File: src/rtl/bp_clint_slice.sv
// Single-hart CLINT slice: msip, mtimecmp and mtime behind decoded MMIO, one response per request.
// Optional BP_CLINT_PRESCALE_EN divides the mtime tick by prescale_p.
module bp_clint_slice #(
  parameter int addr_width_p = 32,
  parameter int data_width_p = 64,
  parameter int prescale_p   = 8
) (
  input  logic                    clk_i,
  input  logic                    reset_i,
  input  logic                    v_i,
  output logic                    ready_o,
  input  logic                    w_i,
  input  logic [addr_width_p-1:0] addr_i,
  input  logic [1:0]              size_i,
  input  logic [data_width_p-1:0] data_i,
  output logic                    v_o,
  output logic [data_width_p-1:0] data_o,
  output logic                    err_o,
  input  logic                    yumi_i,
  output logic                    software_irq_o,
  output logic                    timer_irq_o
);

  typedef enum logic {e_idle, e_resp} state_e;

  state_e                  state_q, state_d;
  logic [63:0]             mtime_q, mtime_d;
  logic [63:0]             mtimecmp_q, mtimecmp_d;
  logic                    msip_q, msip_d;
  logic                    timer_irq_q;
  logic [data_width_p-1:0] data_q, data_d;
  logic                    err_q, err_d;
  logic                    tick;

`ifdef BP_CLINT_PRESCALE_EN
  localparam int cnt_w_lp = (prescale_p > 1) ? $clog2(prescale_p) : 1;
  logic [cnt_w_lp-1:0] cnt_q, cnt_d;

  assign tick  = (cnt_q == cnt_w_lp'(prescale_p - 1));
  assign cnt_d = tick ? '0 : cnt_q + 1'b1;

  always_ff @(posedge clk_i or posedge reset_i) begin
    if (reset_i) cnt_q <= '0;
    else         cnt_q <= cnt_d;
  end
`else
  assign tick = 1'b1;
`endif

  logic [31:0] addr;
  logic        is4, is8;
  logic        hit_msip, hit_cmp_lo, hit_cmp_hi, hit_cmp_full;
  logic        hit_time_lo, hit_time_hi, hit_time_full, hit_any;
  logic [63:0] rd_data;

  // Exact address match per size also enforces alignment.
  assign addr          = addr_i[31:0];
  assign is4           = (size_i == 2'b10);
  assign is8           = (size_i == 2'b11);
  assign hit_msip      = is4 & (addr == 32'h0200_0000);
  assign hit_cmp_lo    = is4 & (addr == 32'h0200_4000);
  assign hit_cmp_hi    = is4 & (addr == 32'h0200_4004);
  assign hit_cmp_full  = is8 & (addr == 32'h0200_4000);
  assign hit_time_lo   = is4 & (addr == 32'h0200_BFF8);
  assign hit_time_hi   = is4 & (addr == 32'h0200_BFFC);
  assign hit_time_full = is8 & (addr == 32'h0200_BFF8);
  assign hit_any       = hit_msip | hit_cmp_lo | hit_cmp_hi | hit_cmp_full
                       | hit_time_lo | hit_time_hi | hit_time_full;

  always_comb begin
    rd_data = 64'h0;
    if (hit_msip)      rd_data = {63'h0, msip_q};
    if (hit_cmp_lo)    rd_data = {32'h0, mtimecmp_q[31:0]};
    if (hit_cmp_hi)    rd_data = {32'h0, mtimecmp_q[63:32]};
    if (hit_cmp_full)  rd_data = mtimecmp_q;
    if (hit_time_lo)   rd_data = {32'h0, mtime_q[31:0]};
    if (hit_time_hi)   rd_data = {32'h0, mtime_q[63:32]};
    if (hit_time_full) rd_data = mtime_q;
  end

  always_comb begin
    state_d    = state_q;
    data_d     = data_q;
    err_d      = err_q;
    msip_d     = msip_q;
    mtimecmp_d = mtimecmp_q;
    mtime_d    = tick ? mtime_q + 64'd1 : mtime_q;
    case (state_q)
      e_idle: begin
        if (v_i) begin
          state_d = e_resp;
          err_d   = ~hit_any;
          data_d  = w_i ? '0 : data_width_p'(rd_data);
          // A write to mtime overrides this cycle's tick; partial writes keep the other pre-tick half.
          if (w_i) begin
            if (hit_msip)      msip_d     = data_i[0];
            if (hit_cmp_lo)    mtimecmp_d = {mtimecmp_q[63:32], data_i[31:0]};
            if (hit_cmp_hi)    mtimecmp_d = {data_i[31:0], mtimecmp_q[31:0]};
            if (hit_cmp_full)  mtimecmp_d = 64'(data_i);
            if (hit_time_lo)   mtime_d    = {mtime_q[63:32], data_i[31:0]};
            if (hit_time_hi)   mtime_d    = {data_i[31:0], mtime_q[31:0]};
            if (hit_time_full) mtime_d    = 64'(data_i);
          end
        end
      end
      e_resp: begin
        if (yumi_i) state_d = e_idle;
      end
      default: state_d = e_idle;
    endcase
  end

  always_ff @(posedge clk_i or posedge reset_i) begin
    if (reset_i) begin
      state_q     <= e_idle;
      mtime_q     <= 64'h0;
      mtimecmp_q  <= 64'hFFFF_FFFF_FFFF_FFFF;
      msip_q      <= 1'b0;
      timer_irq_q <= 1'b0;
      data_q      <= '0;
      err_q       <= 1'b0;
    end else begin
      state_q     <= state_d;
      mtime_q     <= mtime_d;
      mtimecmp_q  <= mtimecmp_d;
      msip_q      <= msip_d;
      timer_irq_q <= (mtime_q >= mtimecmp_q);
      data_q      <= data_d;
      err_q       <= err_d;
    end
  end

  assign ready_o        = (state_q == e_idle);
  assign v_o            = (state_q == e_resp);
  assign data_o         = data_q;
  assign err_o          = err_q;
  assign software_irq_o = msip_q;
  assign timer_irq_o    = timer_irq_q;

endmodule
File: config.mk
export PLATFORM = sky130hd
export DESIGN_NAME = bp_clint_slice
export DESIGN_NICKNAME = d
export VERILOG_FILES = /design/src/rtl/bp_clint_slice.sv
export SDC_FILE = /design/constraint.sdc
export NUM_CORES = 1
export LEC_CHECK = 0
export BUFFER_PORTS_ARGS = -buffer_cell sky130_fd_sc_hd__buf_2
export CAP_MARGIN = 25
export CORE_UTILIZATION = 25
export CTS_BUF_LIST = sky130_fd_sc_hd__clkbuf_4
export DETAILED_ROUTE_END_ITERATION = 6
export PLACE_DENSITY_LB_ADDON = 0.3
export REMOVE_ABC_BUFFERS = 1
export SETUP_SLACK_MARGIN = 0.1
export SKIP_LAST_GASP = 1
export SLEW_MARGIN = 20
export SYNTH_ARGS = -nofsm -noshare
export SYNTH_HDL_FRONTEND = slang
export SYNTH_SLANG_ARGS = --single-unit
File: constraint.sdc
create_clock -name clk_i -period 11.07 [get_ports clk_i]
set_clock_uncertainty 0.2 [all_clocks]
set_input_delay 2.214 -clock clk_i [delete_from_list [all_inputs] [get_ports clk_i]]
set_output_delay 2.214 -clock clk_i [all_outputs]
set_load 0.03 [all_outputs]
Word-level counts from Yosys, hierarchy flattened

Index checks and enable logic that the tools add are counted.
W data, S select, Z words.

Flip-flop bits (word level): 196
Output and inout bits: 69
Word-level logic and storage cells: 62

$add $sub $neg: 1
Magnitude comparators: 1
Equal/unequal tests: 10
Muxes and demuxes: 20
Bitwise gates (word level): 15
Reductions and logical operators: 6

Operator list:

| kind                    | number |
|---|---|
| $mux W64                | 13 |
| $eq A32 B26 Y1 const B  | 5 |
| $mux W32                | 3 |
| $add A64 B1 Y64 const B | 1 |
| $ge A64 B64 Y1          | 1 |
| $reduce_and A4 Y1       | 2 |
| $and A1 B1 Y1           | 7 |
| $ne A6 B4 Y1 const B    | 1 |
| $or A1 B1 Y1            | 6 |
| $ne A5 B4 Y1 const B    | 1 |
| $reduce_and A5 Y1       | 1 |
| $eq A2 B2 Y1 const B    | 2 |
| $reduce_bool A2 Y1      | 2 |
| $mux W1                 | 3 |
| $ne A2 B1 Y1 const B    | 1 |
| $not A1 Y1              | 2 |
| $pmux W1 S2             | 1 |
| $reduce_and A2 Y1       | 1 |

Depth between registers and ports, before layout

Depth in word-level cells: 10
Gate-level depth with buffers: 9

Worst setup path after synthesis

Ideal clock, no wire load.

Kind: input port to flip-flop
Start: input port addr_i[22]
End: register mtime_q[39]
Arrival: 4.087 ns
Data required time: 10.735 ns
Path slack: 6.648 ns
Cell stages on the path: 6
Buffers on the path: 0
Path through: nor4b_1 -> nand3_1 -> nor4b_1 -> a32oi_1 -> a41oi_1 -> o22ai_1

Word-level cells in the longest chain between the ends: 7
Elaborated cells between the ends (all ways): 11
Those cells by class: eq/ne (3); mux (5); bitwise (3)

RTL lines:

| what                   | line | RTL |
|---|---|---|
| start: declaration     | 13   | `input logic [addr_width_p-1:0] addr_i,` |
| $eq A32 B26 Y1         | 65   | `assign hit_time_hi = is4 & (addr == 32'h0200_BFFC);` |
| $and A1 B1 Y1          | 65   |  |
| $mux W64               | 101  | `if (hit_time_hi) mtime_d = {data_i[31:0], mtime_q[31:0]};` |
| $mux W64               | 102  | `if (hit_time_full) mtime_d = 64'(data_i);` |
| $mux W64               | 95   | `if (w_i) begin` |
| $mux W64               | 90   | `if (v_i) begin` |
| $mux W64               | 88   | `case (state_q)` |
| end signal: assignment | 124  | `mtime_q <= mtime_d;` |
| end: declaration       | 27   | `logic [63:0] mtime_q, mtime_d;` |

Several ways; a longest one is shown, not always the timed one. The select of a mux whose other input is x is not followed.
A chain may end at the register's enable or synchronous reset.

Worst setup path in the final report

Start: input port addr_i[22]
End: register mtime_q[0]

Word-level cells in the longest chain between the ends: 8
Elaborated cells between the ends (all ways): 12
Those cells by class: eq/ne (3); mux (6); bitwise (3)

RTL lines:

| what           | line   | RTL |
|---|---|---|
| $eq A32 B26 Y1 | 64, 66 |  |
| $and A1 B1 Y1  | 64     | `assign hit_time_lo = is4 & (addr == 32'h0200_BFF8);` |
| $mux W64       | 100    | `if (hit_time_lo) mtime_d = {mtime_q[63:32], data_i[31:0]};` |
| $mux W64       | 101    |  |
| $mux W64       | 102    |  |
| $mux W64       | 95     |  |
| $mux W64       | 90     |  |
| $mux W64       | 88     |  |

Several ways; a longest one is shown, not always the timed one. The select of a mux whose other input is x is not followed.

==> run summary <==
TritonCTS clock tree - done
Switch share - 0.2739
Hold_ws - 0.2890 ns
Main synth FF type - dfrtp_1
RSZ-0062 raised after global routing - false
Post-route insts no fill - 2,209
YS warnings - 0
Total Die Area - 50,110 um2
Final setup margin - 6.095 ns
# setup viols final - 0
DRC Markers - 0
Worst slew pin tran - 1.049 ns
HPWL reported at the end of detailed placement - 34,050 um
Count of different cell masters after synthesis - 73
Util after Layout - 0.2952
Setup Fix Bufs, Post-CTS - 0
Overflow after GRT - 0
Ranking of synthesized cells by area - dfrtp_1 27%, dfstp_2 14%, o21ai_0 7.8%
Met3 Use GR - 0.03240
CP Data Required Time - 11.48 ns
Total net switching power - 0.3514 mW
CTS H-tree depth - 4
Initial antenna violation count - 4
Post-route ant nets - 0
Total number of vias - 12,267
Hold Path Class - flop to flop
CTS root buf - clkbuf_4
Initial core utilization - 0.2556
CP Capture Type - flop
Sink Count - 196
Status - complete, no violations
PD cells - 90.27 nW/um2
Register share of total power - 0.562
Pin count of the biggest net entering global routing - 126
Die H - 223.9 um
Number of flops mapped to enable cells by yosys - 0
Gate power share - 0.074
Async S/R FF share, synth - 1.000
Crit path DAT - 5.38 ns
Internal power - 0.9316 mW
Max IR drop VDD - 74.10 uV
#FFs+latches synth - 196
Max Cap Viol - 0
Sequential share of the synthesized area - 0.4051
Fin crit share - 0.4494
Synth Cell Area - 12,310 um2
Final estimated routing congestion in global placement - 0.8617
Core ar. - 48,150 um2
Pins over their slew limit - 0
DRT Pass-1 Iters - 5
Initial DRC count - 1,035
Worst Setup SP - addr_i[22]
Min-delay src - data_o[52]
Vias in the first global route - 12,192
Number of gates resized after cts - 0
Rows - 80
Synthesis-to-layout area growth - 15.50%
Worst slew margin - 0.2963
Hold Violations, Final - 0
Top Usage Layer GRT - met2
Cts hold-fix bufs - 0
Multi-input logic area - 6708 um2
Clock network fraction of design power - 0.364
Filler Cell Count - 5,163
Leak - 5.615 nW
Clock Pin Slew Worst Setup and Hold Paths - 0.17 ns
Post-Synthesis Cells - 1,424
Worst-Skew Late Latency - 0.67 ns
Top Ports - 172
Gr usage total - 0.1975
Setup WS pre-CTS - 4.958 ns
WL/cell - 22.30 um
WS Path Type - input port to flop
Setup_tns - 0 ns
CTS Buf Count - 17
Inst Count DP - 2,173
Final WL - 49,250 um
Share of the synthesized area in the top cell type - 0.2684
Internal reg-to-reg setup slack - 7.40 ns
Max FO, Critical Path - 32
First-pass GRT wire length - 76,150 um
R2r startpoint - v_o
Max clock buf depth - 2
Nets - 1,706
Minimum clock period - 4.975 ns
GRT met1 Usage - 0.2816
Drt via density - 5.553
Layout cell share with drive strength beyond 1 - 0.2063
Fmax - 201.0 MHz
Mean Syn Cell Area - 8.642 um2
# port buffers - 171
Leading area contributor after synthesis - dfrtp_1
Met2 GRT Util - 0.3091
Storage element area - 4985 um2
Die W - 223.9 um
Startpoint Class - input port
## registers in the layout (all words and copies together), names as in the netlist
name / flops
data_o: 64
v_o: 1
mtimecmp_q: 64
software_irq_o: 1
err_o: 1
timer_irq_o: 1
mtime_q: 64
## critical path, stage by stage
cell     delay, ns
buf_2         0.09
nor4b_1       0.36
and3_1        0.45
nand3_2       0.78
nor2_1        0.83
buf_4         0.33
a22oi_1       0.11
a21oi_1       0.18
## Yosys cell counts, types with 6 or more instances
master    count
a211oi_1     11
a21oi_1      40
a221oi_1     37
a22oi_1      89
a31oi_1       6
a32oi_1       6
and2_1        8
and3_1       18
and4_1        8
buf_1         6
buf_2        15
clkbuf_1     76
dfrtp_1     132
dfstp_2      64
ha_1         65
inv_1        81
mux2i_1      12
nand2_1     212
nand3_1      34
nand4_1      37
nor2_1       45
nor3_1       39
nor4_1       29
o211ai_1     12
o21ai_0     192
o221ai_1     33
o32a_1        7
or3_1         8
## cell type report
| cell class | count | area share |
|---|---|---|
| sequential | 196 | 0.3507 |
| timing repair buffer | 193 | 0.07395 |
| clock buffer | 20 | 0.01056 |
| inverter | 82 | 0.02218 |
| antenna | 2 | 0.0003521 |
| multi-input combinational | 1048 | 0.4720 |
| clock inverter | 12 | 0.01250 |
| tap | 656 | 0.05775 |
## routing by layer
layer,wire [um],vias to the layer above
met5,25,-
met4,809,4
met3,2841,55
met2,22410,457
met1,23160,6151
li1,-,5600
## power groups by stage
stage               Clock, mW  Sequential (mW)  Combinational, mW
finish                  0.467            0.720             0.0952
global route            0.507            0.721              0.104
CTS                     0.479            0.720             0.0956
detailed placement          0            0.732             0.0954
global placement            0            0.732             0.0953
floorplan                   0            0.734             0.0329
## worst paths after layout
path / to / depth (start not counted)
worst max-delay path: mtime_q[0] / 8
worst min-delay path: data_o[52] / 2
worst max register to register: mtime_q[13] / 8
worst min register to register: data_o[52] / 2
max in group asynchronous: mtimecmp_q[32] / 4
min in group asynchronous: data_o[45] / 2
## logic make-up (layout without fill, tap and decap cells)
logic type      after synthesis  after routing  synth area share
xor+xnor                      6              6          0.004270
fa+ha+maj                    65             65           0.06609
flops                       196            196            0.4051
mux                          15             15           0.01251
compound gates              488            488            0.2621
other cells                   0              2                 0
buf+inv                     180            307           0.05674
simple gates                474            474            0.1932
## per-stage QoR
| stage | cell area [um2] | total power [mW] |
|---|---|---|
| 6_report | 14210 | 1.283 |
| 3_3_place_gp | 13820 | 0.8275 |
| 3_5_place_dp | 13850 | 0.8277 |
| 2_1_floorplan | 11920 | 0.7674 |
| 5_1_grt | 14210 | 1.332 |
| 4_1_cts | 14180 | 1.295 |
## layout by cell type (no fill, tap or decap), types with 18 or more instances in the layout
cell type | Yosys | routed
a21oi_1 | 40 | 40
a221oi_1 | 37 | 37
a22oi_1 | 89 | 89
and3_1 | 18 | 18
buf_2 | 15 | 172
buf_4 | 1 | 19
clkbuf_4 | 0 | 20
dfrtp_1 | 132 | 132
dfstp_2 | 64 | 64
ha_1 | 65 | 65
inv_1 | 81 | 80
nand2_1 | 212 | 211
nand3_1 | 34 | 33
nand4_1 | 37 | 37
nor2_1 | 45 | 41
nor3_1 | 39 | 39
nor4_1 | 29 | 27
o21ai_0 | 192 | 192
o221ai_1 | 33 | 33
Note: power is estimated with default switching activity, not from simulation.
